`config.mk`:
```
export PLATFORM = sky130hd
export DESIGN_NAME = wb_sequencer
export DESIGN_NICKNAME = d
export VERILOG_FILES = /design/src/rtl/wb_pkg.sv /design/src/rtl/wb_load_align.sv /design/src/rtl/wb_sequencer.sv
export SDC_FILE = /design/constraint.sdc
export NUM_CORES = 1
export LEC_CHECK = 0
export BUFFER_PORTS_ARGS = -buffer_cell sky130_fd_sc_hd__buf_4
export CORE_ASPECT_RATIO = 0.75
export CORE_MARGIN = 2
export CORE_UTILIZATION = 47
export CTS_CLUSTER_DIAMETER = 30
export CTS_CLUSTER_SIZE = 10
export DETAILED_ROUTE_END_ITERATION = 8
export PLACE_DENSITY = 0.8
export SYNTH_ARGS = -nofsm -noshare
export SYNTH_HDL_FRONTEND = slang
export SYNTH_SLANG_ARGS = --single-unit
export TNS_END_PERCENT = 5
```
`constraint.sdc`:
```
create_clock -name clk -period 2.45 [get_ports clk]
set_clock_uncertainty 0.1 [all_clocks]
set_input_delay 0.245 -clock clk [delete_from_list [all_inputs] [get_ports clk]]
set_output_delay 0.245 -clock clk [all_outputs]
set_load 0.005 [all_outputs]
```
`src/rtl/wb_pkg.sv`:
```
// Shared constants, state encoding and payload type for the write-back sequencer.
package wb_pkg;

    localparam int unsigned XLEN  = 32;
    localparam int unsigned CNT_W = 8;

    // RV32 major opcodes that produce a register result
    localparam logic [6:0] OPC_LUI    = 7'b0110111;
    localparam logic [6:0] OPC_AUIPC  = 7'b0010111;
    localparam logic [6:0] OPC_JAL    = 7'b1101111;
    localparam logic [6:0] OPC_JALR   = 7'b1100111;
    localparam logic [6:0] OPC_LOAD   = 7'b0000011;
    localparam logic [6:0] OPC_OP     = 7'b0110011;
    localparam logic [6:0] OPC_OP_IMM = 7'b0010011;

    // Load width/sign encodings in funct3
    localparam logic [2:0] F3_LB  = 3'b000;
    localparam logic [2:0] F3_LH  = 3'b001;
    localparam logic [2:0] F3_LW  = 3'b010;
    localparam logic [2:0] F3_LBU = 3'b100;
    localparam logic [2:0] F3_LHU = 3'b101;

    typedef enum logic [1:0] {
        IDLE    = 2'd0,
        WRITE   = 2'd1,
        RELEASE = 2'd2
    } wb_state_e;

    // Instruction and write data held stable for the register file
    typedef struct packed {
        logic [XLEN-1:0] inst;
        logic [XLEN-1:0] data;
    } wb_payload_t;

endpackage

```
`src/rtl/wb_load_align.sv`:
```
// Combinational load-data alignment: picks byte/halfword at the offset and extends it.
module wb_load_align
    import wb_pkg::*;
(
    input  logic [2:0]      funct3,
    input  logic [1:0]      offset,
    input  logic [XLEN-1:0] word,
    output logic [XLEN-1:0] result
);

    logic [7:0]  byte_sel;
    logic [15:0] half_sel;

    // Lane select then sign/zero extension by funct3
    always_comb begin
        byte_sel = word[7:0];
        case (offset)
            2'd0:    byte_sel = word[7:0];
            2'd1:    byte_sel = word[15:8];
            2'd2:    byte_sel = word[23:16];
            default: byte_sel = word[31:24];
        endcase
        half_sel = offset[1] ? word[31:16] : word[15:0];

        result = word;
        case (funct3)
            F3_LB:   result = {{24{byte_sel[7]}}, byte_sel};
            F3_LBU:  result = {24'h0, byte_sel};
            F3_LH:   result = {{16{half_sel[15]}}, half_sel};
            F3_LHU:  result = {16'h0, half_sel};
            F3_LW:   result = word;
            default: result = word;
        endcase
    end

endmodule

```
`src/rtl/wb_sequencer.sv`:
```
// Write-back sequencer: selects result source, runs the wb/regwr -> wb_comp
// four-phase handshake with the register file, pulses done on retire.
// Define WB_LOAD_EXT_EN to enable sub-word load alignment and extension.
module wb_sequencer
    import wb_pkg::*;
#(
    parameter int unsigned TIMEOUT_CYC = 8
)
(
    input  logic        clk,
    input  logic        rst,
    input  logic        in_valid,
    output logic        in_ready,
    input  logic [31:0] in_inst,
    input  logic [31:0] in_alu,
    input  logic [31:0] in_load,
    input  logic [31:0] in_pc,
    output logic        wb,
    output logic        regwr,
    output logic [31:0] inst,
    output logic [31:0] wrdata,
    input  logic        wb_comp,
    output logic        done,
    output logic        err
);

    localparam logic [CNT_W-1:0] CNT_LAST = CNT_W'(TIMEOUT_CYC - 1);

    wb_state_e        state, state_nxt;
    logic [CNT_W-1:0] cnt, cnt_nxt;
    logic             done_nxt, err_nxt;
    logic             wb_q, done_q, err_q;
    wb_payload_t      pay_q;
    logic [31:0]      load_data;
    logic [31:0]      src_data;
    logic             has_wr;
    logic             accept;

`ifdef WB_LOAD_EXT_EN
    wb_load_align u_align (
        .funct3 (in_inst[14:12]),
        .offset (in_alu[1:0]),
        .word   (in_load),
        .result (load_data)
    );
`else
    assign load_data = in_load;
`endif

    // Ready depends on state only; held low while reset is asserted
    assign in_ready = rst && (state == IDLE);
    assign accept   = in_valid && in_ready;

    // Result source select by opcode; rd==x0 suppresses the write
    always_comb begin
        src_data = in_alu;
        has_wr   = 1'b0;
        case (in_inst[6:0])
            OPC_LUI: begin
                src_data = {in_inst[31:12], 12'h000};
                has_wr   = 1'b1;
            end
            OPC_JAL, OPC_JALR: begin
                src_data = in_pc + 32'd4;
                has_wr   = 1'b1;
            end
            OPC_LOAD: begin
                src_data = load_data;
                has_wr   = 1'b1;
            end
            OPC_OP, OPC_OP_IMM, OPC_AUIPC: begin
                src_data = in_alu;
                has_wr   = 1'b1;
            end
            default: has_wr = 1'b0;
        endcase
        if (in_inst[11:7] == 5'd0) begin
            has_wr = 1'b0;
        end
    end

    // Next-state, phase timeout and retire/error decisions
    always_comb begin
        state_nxt = state;
        cnt_nxt   = cnt;
        done_nxt  = 1'b0;
        err_nxt   = err_q;
        case (state)
            IDLE: begin
                cnt_nxt = '0;
                if (accept) begin
                    if (has_wr) begin
                        state_nxt = WRITE;
                    end else begin
                        done_nxt = 1'b1;
                    end
                end
            end
            WRITE: begin
                if (wb_comp) begin
                    state_nxt = RELEASE;
                    cnt_nxt   = '0;
                end else if (cnt == CNT_LAST) begin
                    state_nxt = IDLE;
                    cnt_nxt   = '0;
                    err_nxt   = 1'b1;
                end else begin
                    cnt_nxt = cnt + CNT_W'(1);
                end
            end
            RELEASE: begin
                if (!wb_comp) begin
                    state_nxt = IDLE;
                    cnt_nxt   = '0;
                    done_nxt  = 1'b1;
                end else if (cnt == CNT_LAST) begin
                    state_nxt = IDLE;
                    cnt_nxt   = '0;
                    err_nxt   = 1'b1;
                end else begin
                    cnt_nxt = cnt + CNT_W'(1);
                end
            end
            default: begin
                state_nxt = IDLE;
                cnt_nxt   = '0;
            end
        endcase
    end

    // State, counter and registered outputs
    always_ff @(posedge clk or negedge rst) begin
        if (!rst) begin
            state  <= IDLE;
            cnt    <= '0;
            wb_q   <= 1'b0;
            done_q <= 1'b0;
            err_q  <= 1'b0;
        end else begin
            state  <= state_nxt;
            cnt    <= cnt_nxt;
            wb_q   <= (state_nxt == WRITE);
            done_q <= done_nxt;
            err_q  <= err_nxt;
        end
    end

    // Payload captured on every accept, held until the next one
    always_ff @(posedge clk or negedge rst) begin
        if (!rst) begin
            pay_q <= '0;
        end else if (accept) begin
            pay_q.inst <= in_inst;
            pay_q.data <= src_data;
        end
    end

    assign wb     = wb_q;
    assign regwr  = wb_q;
    assign done   = done_q;
    assign err    = err_q;
    assign inst   = pay_q.inst;
    assign wrdata = pay_q.data;

endmodule

```
After elaboration in Yosys (flattened, before gate mapping)
Cells that the tools add are included.

word-level totals
  flip-flop bits (word level) = 77
  latch bits = 0
  RAM bits = 0
  bits in read-only memories = 0
  input port bits = 132
  output and inout port bits = 69
  logic and storage cells = 51
  memories = 0

cells by class
  add/subtract/negate cells = 2
  $mul = 0
  divide/modulo/power cells = 0
  order comparisons = 0
  equal/unequal tests = 13
  shift operators = 0
  muxes and demuxes = 21
  bitwise gates (word level) = 0
  reduce and logical (&&, ||, !) cells = 8

operators by type and width
  operator                                             count
  one-hot mux 32 bit (3 select lines)                  1
  adder 32 x 3 -> 32 bit, second input constant        1
  2-to-1 mux 8 bit                                     3
  one-hot mux 8 bit (2 select lines)                   1
  equality test 7 x 5 -> 1 bit, second input constant  2
  equality test 7 x 6 -> 1 bit, second input constant  2
  equality test 7 bit, second input constant           2
  2-to-1 mux 2 bit                                     5
  adder 8 x 1 -> 8 bit, second input constant          1
  equality test 8 x 3 -> 1 bit, second input constant  1
  2-to-1 mux 1 bit                                     8
  equality test 7 x 2 -> 1 bit, second input constant  1
  OR reduction 7 bit                                   1
  one-hot mux 2 bit (3 select lines)                   1
  zero test 5 bit                                      1
  equality test 2 x 1 -> 1 bit, second input constant  2
  inequality test 2 bit, second input constant         2
  one-hot mux 1 bit (2 select lines)                   2
  AND reduction 3 bit                                  1
  equality test 2 bit, second input constant           1
  logical AND 1 bit                                    2
  zero test 2 bit                                      1
  nonzero test 2 bit                                   1
  OR reduction 2 bit                                   1

Longest topological paths before layout
  depth after elaboration = 8
  mapped depth = 8
  depth with buffers taken out = 7

Worst setup path before layout
Ideal clock, no wire load.

  path type = input to register
  start = input in_pc[5]
  end = register pay_q, in the netlist wrdata[25]
  setup time = 0.124 ns
  arrival time = 1.660 ns
  required time = 2.226 ns
  path slack = 0.566 ns
  cell stages on the path = 7
  path buffers = 2
  path through = nand4_2 -> buf_6 -> or4_4 -> buf_6 -> o31a_1 -> o21ai_0 -> a21oi_1

between the ends
  longest elaborated chain between the ends = 2

RTL lines
  item                                 line                source
  start: declaration                   wb_sequencer.sv:17  input logic [31:0] in_pc,
  adder 32 x 3 -> 32 bit               wb_sequencer.sv:64  src_data = in_pc + 32'd4;
  one-hot mux 32 bit (3 select lines)  wb_sequencer.sv:58  case (in_inst[6:0])
  end: declaration                     wb_sequencer.sv:33  wb_payload_t pay_q;

No other way between the ends.
A chain may end at the register's enable or synchronous reset.

Worst setup path in the final report
  start = register state[0]
  end = register state[1]

between the ends
  longest elaborated chain between the ends = 5
  elaborated cells between the ends (all ways) = 7
  those cells by class = eq/ne (2); mux (2); reduce/logical (3)

RTL lines
  item                                  line                                    source
  start: declaration                    wb_sequencer.sv:29                      wb_state_e state, state_nxt;
  start signal: assignment              wb_sequencer.sv:140                     state <= state_nxt;
  zero test 2 bit                       wb_sequencer.sv:51, wb_sequencer.sv:88
  logical AND 1 bit                     wb_sequencer.sv:51                      assign in_ready = rst && (state == IDLE);
  logical AND 1 bit                     wb_sequencer.sv:52                      assign accept = in_valid && in_ready;
  2-to-1 mux 2 bit                      wb_sequencer.sv:91                      if (accept) begin
  one-hot mux 2 bit (3 select lines) *  wb_sequencer.sv:88                      case (state)
  named net state_nxt[1]                wb_sequencer.sv:29

Mark *: on every way through the listed nets, which the timed path passes. The rest lies on a longest branch.

==> qor.yml <==
timing:
  min_period_ns: 2.16
  finalHoldViolCount: 0
  setup_violations: 0
  setup_tns_ns: 0
  slew_violations: 0
  period_share_pct: 88.4
  relSlewSlack_pct: 26.9
  fmax_mhz: 462
  tightest_slew_ns: 1.10
  rsz0062_at_grt: "no"
  holdWs_ns: 0.00905
yosys:
  synth_flop_cell: "dfrtp_1"
  synth_warnings: 0
  synth-edff-count: 0
  synth_area_sq_um: 4440
  synth_cell_type_count: 51
  ys_async_sr_fraction_pct: 100
  syn_inst: 530
  yosysSeqAreaShare_pct: 43.4
  ys_seq_elements: 77
  synth_area_per_cell_sq_um: 8.38
  synth_fp_nets: 668
worst_setup_path:
  cp-start-kind: "register"
  worstPathRequired_ns: 2.57
  reg2reg_from: "state[0]"
  worstRegToRegCells: 7
  endpoint_kind: "register"
  critPathKind: "reg -> reg"
  r2r_slack_ns: 0.29
  cp.arrival_ns: 2.29
  crit_path_max_fanout: 17
  rr_endpoint: "state[1]"
layout:
  area_delta_synth_final_pct: 44.3
  diodes: 0
  drive_gt1_share_pct: 34.4
  stdcell_count: 852
  fin_nets: 858
  finalCoreUtilization_pct: 70.3
clocking:
  post_cts_buffers: 0
  post_cts_resize_count: 0
  htree_levels: 3
  clkLatencyLatePin_ns: 0.33
  clockBufferDepth: 2
  cts_tree: "done"
  clkTransAtPathRegs_ns: 0.06
  hold_buffers: 0
  cts_sinks: 77
  cts_buffers: 9
  root_buffer: "clkbuf_16"
power:
  pwr_density_cell_nw_per_um2: 843
  ir_drop_mv: 0.494
  power.leakage_nw: 3.06
floorplanning:
  core_area_sq_um: 9120
  start_util_pct: 48.7
  core.rowCount: 30
  die_w_um: 116
  dieArea_sq_um: 10300
  io_pins: 201
  fp.dieH_um: 88.2
place:
  dp_cells: 837
  dp_hpwl_um: 11300
  placement.io_buffers: 200
  globalplace.congestion: 0.916
grt:
  grt_use_total_pct: 29.2
  first_global_vias: 4640
  grt_max_degree: 78
  grt_overflow: 0
  grt_antenna_before_repair: 0
  grt_pass1_wl_um: 23000
min_path:
  hold_path_class: "in -> reg"
  hold_depth: 3
  worstHoldStart: "in_inst[23]"
  min_delay_worst_endpoint: "inst[23]"
detailed_routing:
  drtAntennaViolNets: 0
  drt_iter0_drc: 385
  dr.pass1.iters: 5
  routed_wirelength_um: 14900
  topRoutingLayerUsed: "met4"
  wl_per_cell_um: 17.5
  routed_via_density: 5.67
  dr_wl_met3_um: 1170
  drc: 0
  wl_met1_um: 6390
  wl_met2_um: 6910
  vias: 4827
run:
  maxCapViolations: 0
outcome:
  status: "finished clean"
## critical path, stage by stage (launching register included)
cell	delay [ns]
dfrtp_1	0.44
inv_1	0.12
ha_1	0.23
and2_1	0.18
nand2_2	0.26
a221oi_1	0.47
o21ba_2	0.22
nor2_1	0.04
## flip-flops by register name, summed over array words and instances, names as in the netlist
| register | flops |
|---|---|
| regwr | 1 |
| err | 1 |
| state | 2 |
| cnt | 8 |
| inst | 32 |
| done | 1 |
| wrdata | 32 |
## synthesized netlist by cell type, types with 3 or more instances
cell type	number	area share (%)
a22o_1	12	2.4
xor2_1	14	2.8
nor3_1	21	2.4
xnor2_1	8	1.6
o22ai_1	4	0.56
o2bb2ai_1	3	0.59
dfrtp_1	77	43
o31a_1	6	1.2
nand2_1	123	10
a222oi_1	4	0.90
nand4_1	7	0.99
buf_6	3	0.76
a31oi_1	6	0.84
a22oi_1	18	3.0
clkbuf_1	25	2.1
nor2_1	49	4.1
nor4_1	13	1.8
nand3_1	15	1.7
buf_1	3	0.25
ha_1	6	1.7
and3_1	6	0.84
or3_1	3	0.42
a21oi_1	29	3.3
a211oi_1	9	1.5
a221oi_1	3	0.59
o21a_1	3	0.51
inv_1	7	0.59
o21ai_0	23	2.6
## logic make-up after synthesis
| kind of cell | share of synthesized area (%) |
|---|---|
| DFF | 43.4 |
| and+or+nand+nor | 26.4 |
| adders and majority gates | 1.69 |
| xor gates and xnor gates | 4.34 |
| buffers and inverters | 4.17 |
| AOI/OAI and AO/OA | 20.0 |
## layout by cell type (no fill, tap or decap), types with 7 or more instances in the layout
cell type and count:
a211oi_1 9, nor2_1 48, buf_4 213, xor2_1 14
nand4_1 7, nor3_1 19, nor4_1 13, o21ai_0 23
nand3_1 15, dfrtp_1 77, a22o_1 12, a21oi_1 29
nand2_1 122, a22oi_1 18, clkbuf_16 9, xnor2_1 8
inv_1 7
## through the flow
| stage | total power, mW | worst slack (ns) | area, sq um |
|---|---|---|---|
| detailed placement | 3.88 | 0.218 | 6070 |
| finish | 5.40 | 0.285 | 6410 |
| floorplan | 2.69 | 0.566 | 4440 |
| global route | 5.71 | 0.132 | 6410 |
| CTS | 5.42 | 0.272 | 6410 |
| global placement | 3.81 | 0.277 | 6070 |
## metal layers
| layer | vias up | GRT usage [%] |
|---|---|---|
| li1 | 2272 | - |
| met3 | 34 | 6.23 |
| met4 | 0 | 11.6 |
| met2 | 227 | 46.9 |
| met5 | - | 0 |
| met1 | 2294 | 38.9 |
## report_power, final
part | internal (mW) | leakage (nW) | switching [mW] | total [mW]
logic | 1.01 | 1.97 | 0.820 | 1.83
registers | 1.74 | 0.933 | 0.295 | 2.04
clock network | 0.992 | 0.162 | 0.545 | 1.54
## worst max-delay path by stage
stage / endpoint / slack, ns / startpoint / cells past startpoint
CTS: regwr / 0.27 / state[0] / 7
finish: state[1] / 0.29 / state[0] / 7
detailed placement: wrdata[29] / 0.22 / in_pc[4] / 6
global route: regwr / 0.13 / state[0] / 7
global placement: wrdata[10] / 0.28 / in_inst[2] / 6
floorplan: wrdata[25] / 0.57 / in_pc[5] / 7
## layout make-up
type,count,area [sq um]
Clock inverter,6,111
Tap cell,128,160
Fill cell,730,2710
Timing Repair Buffer,213,1600
Clock buffer,9,225
Sequential cell,77,1930
Multi-Input combinational cell,412,2360
Inverter,7,26.3
No activity file was read; power rests on OpenSTA's default activity.
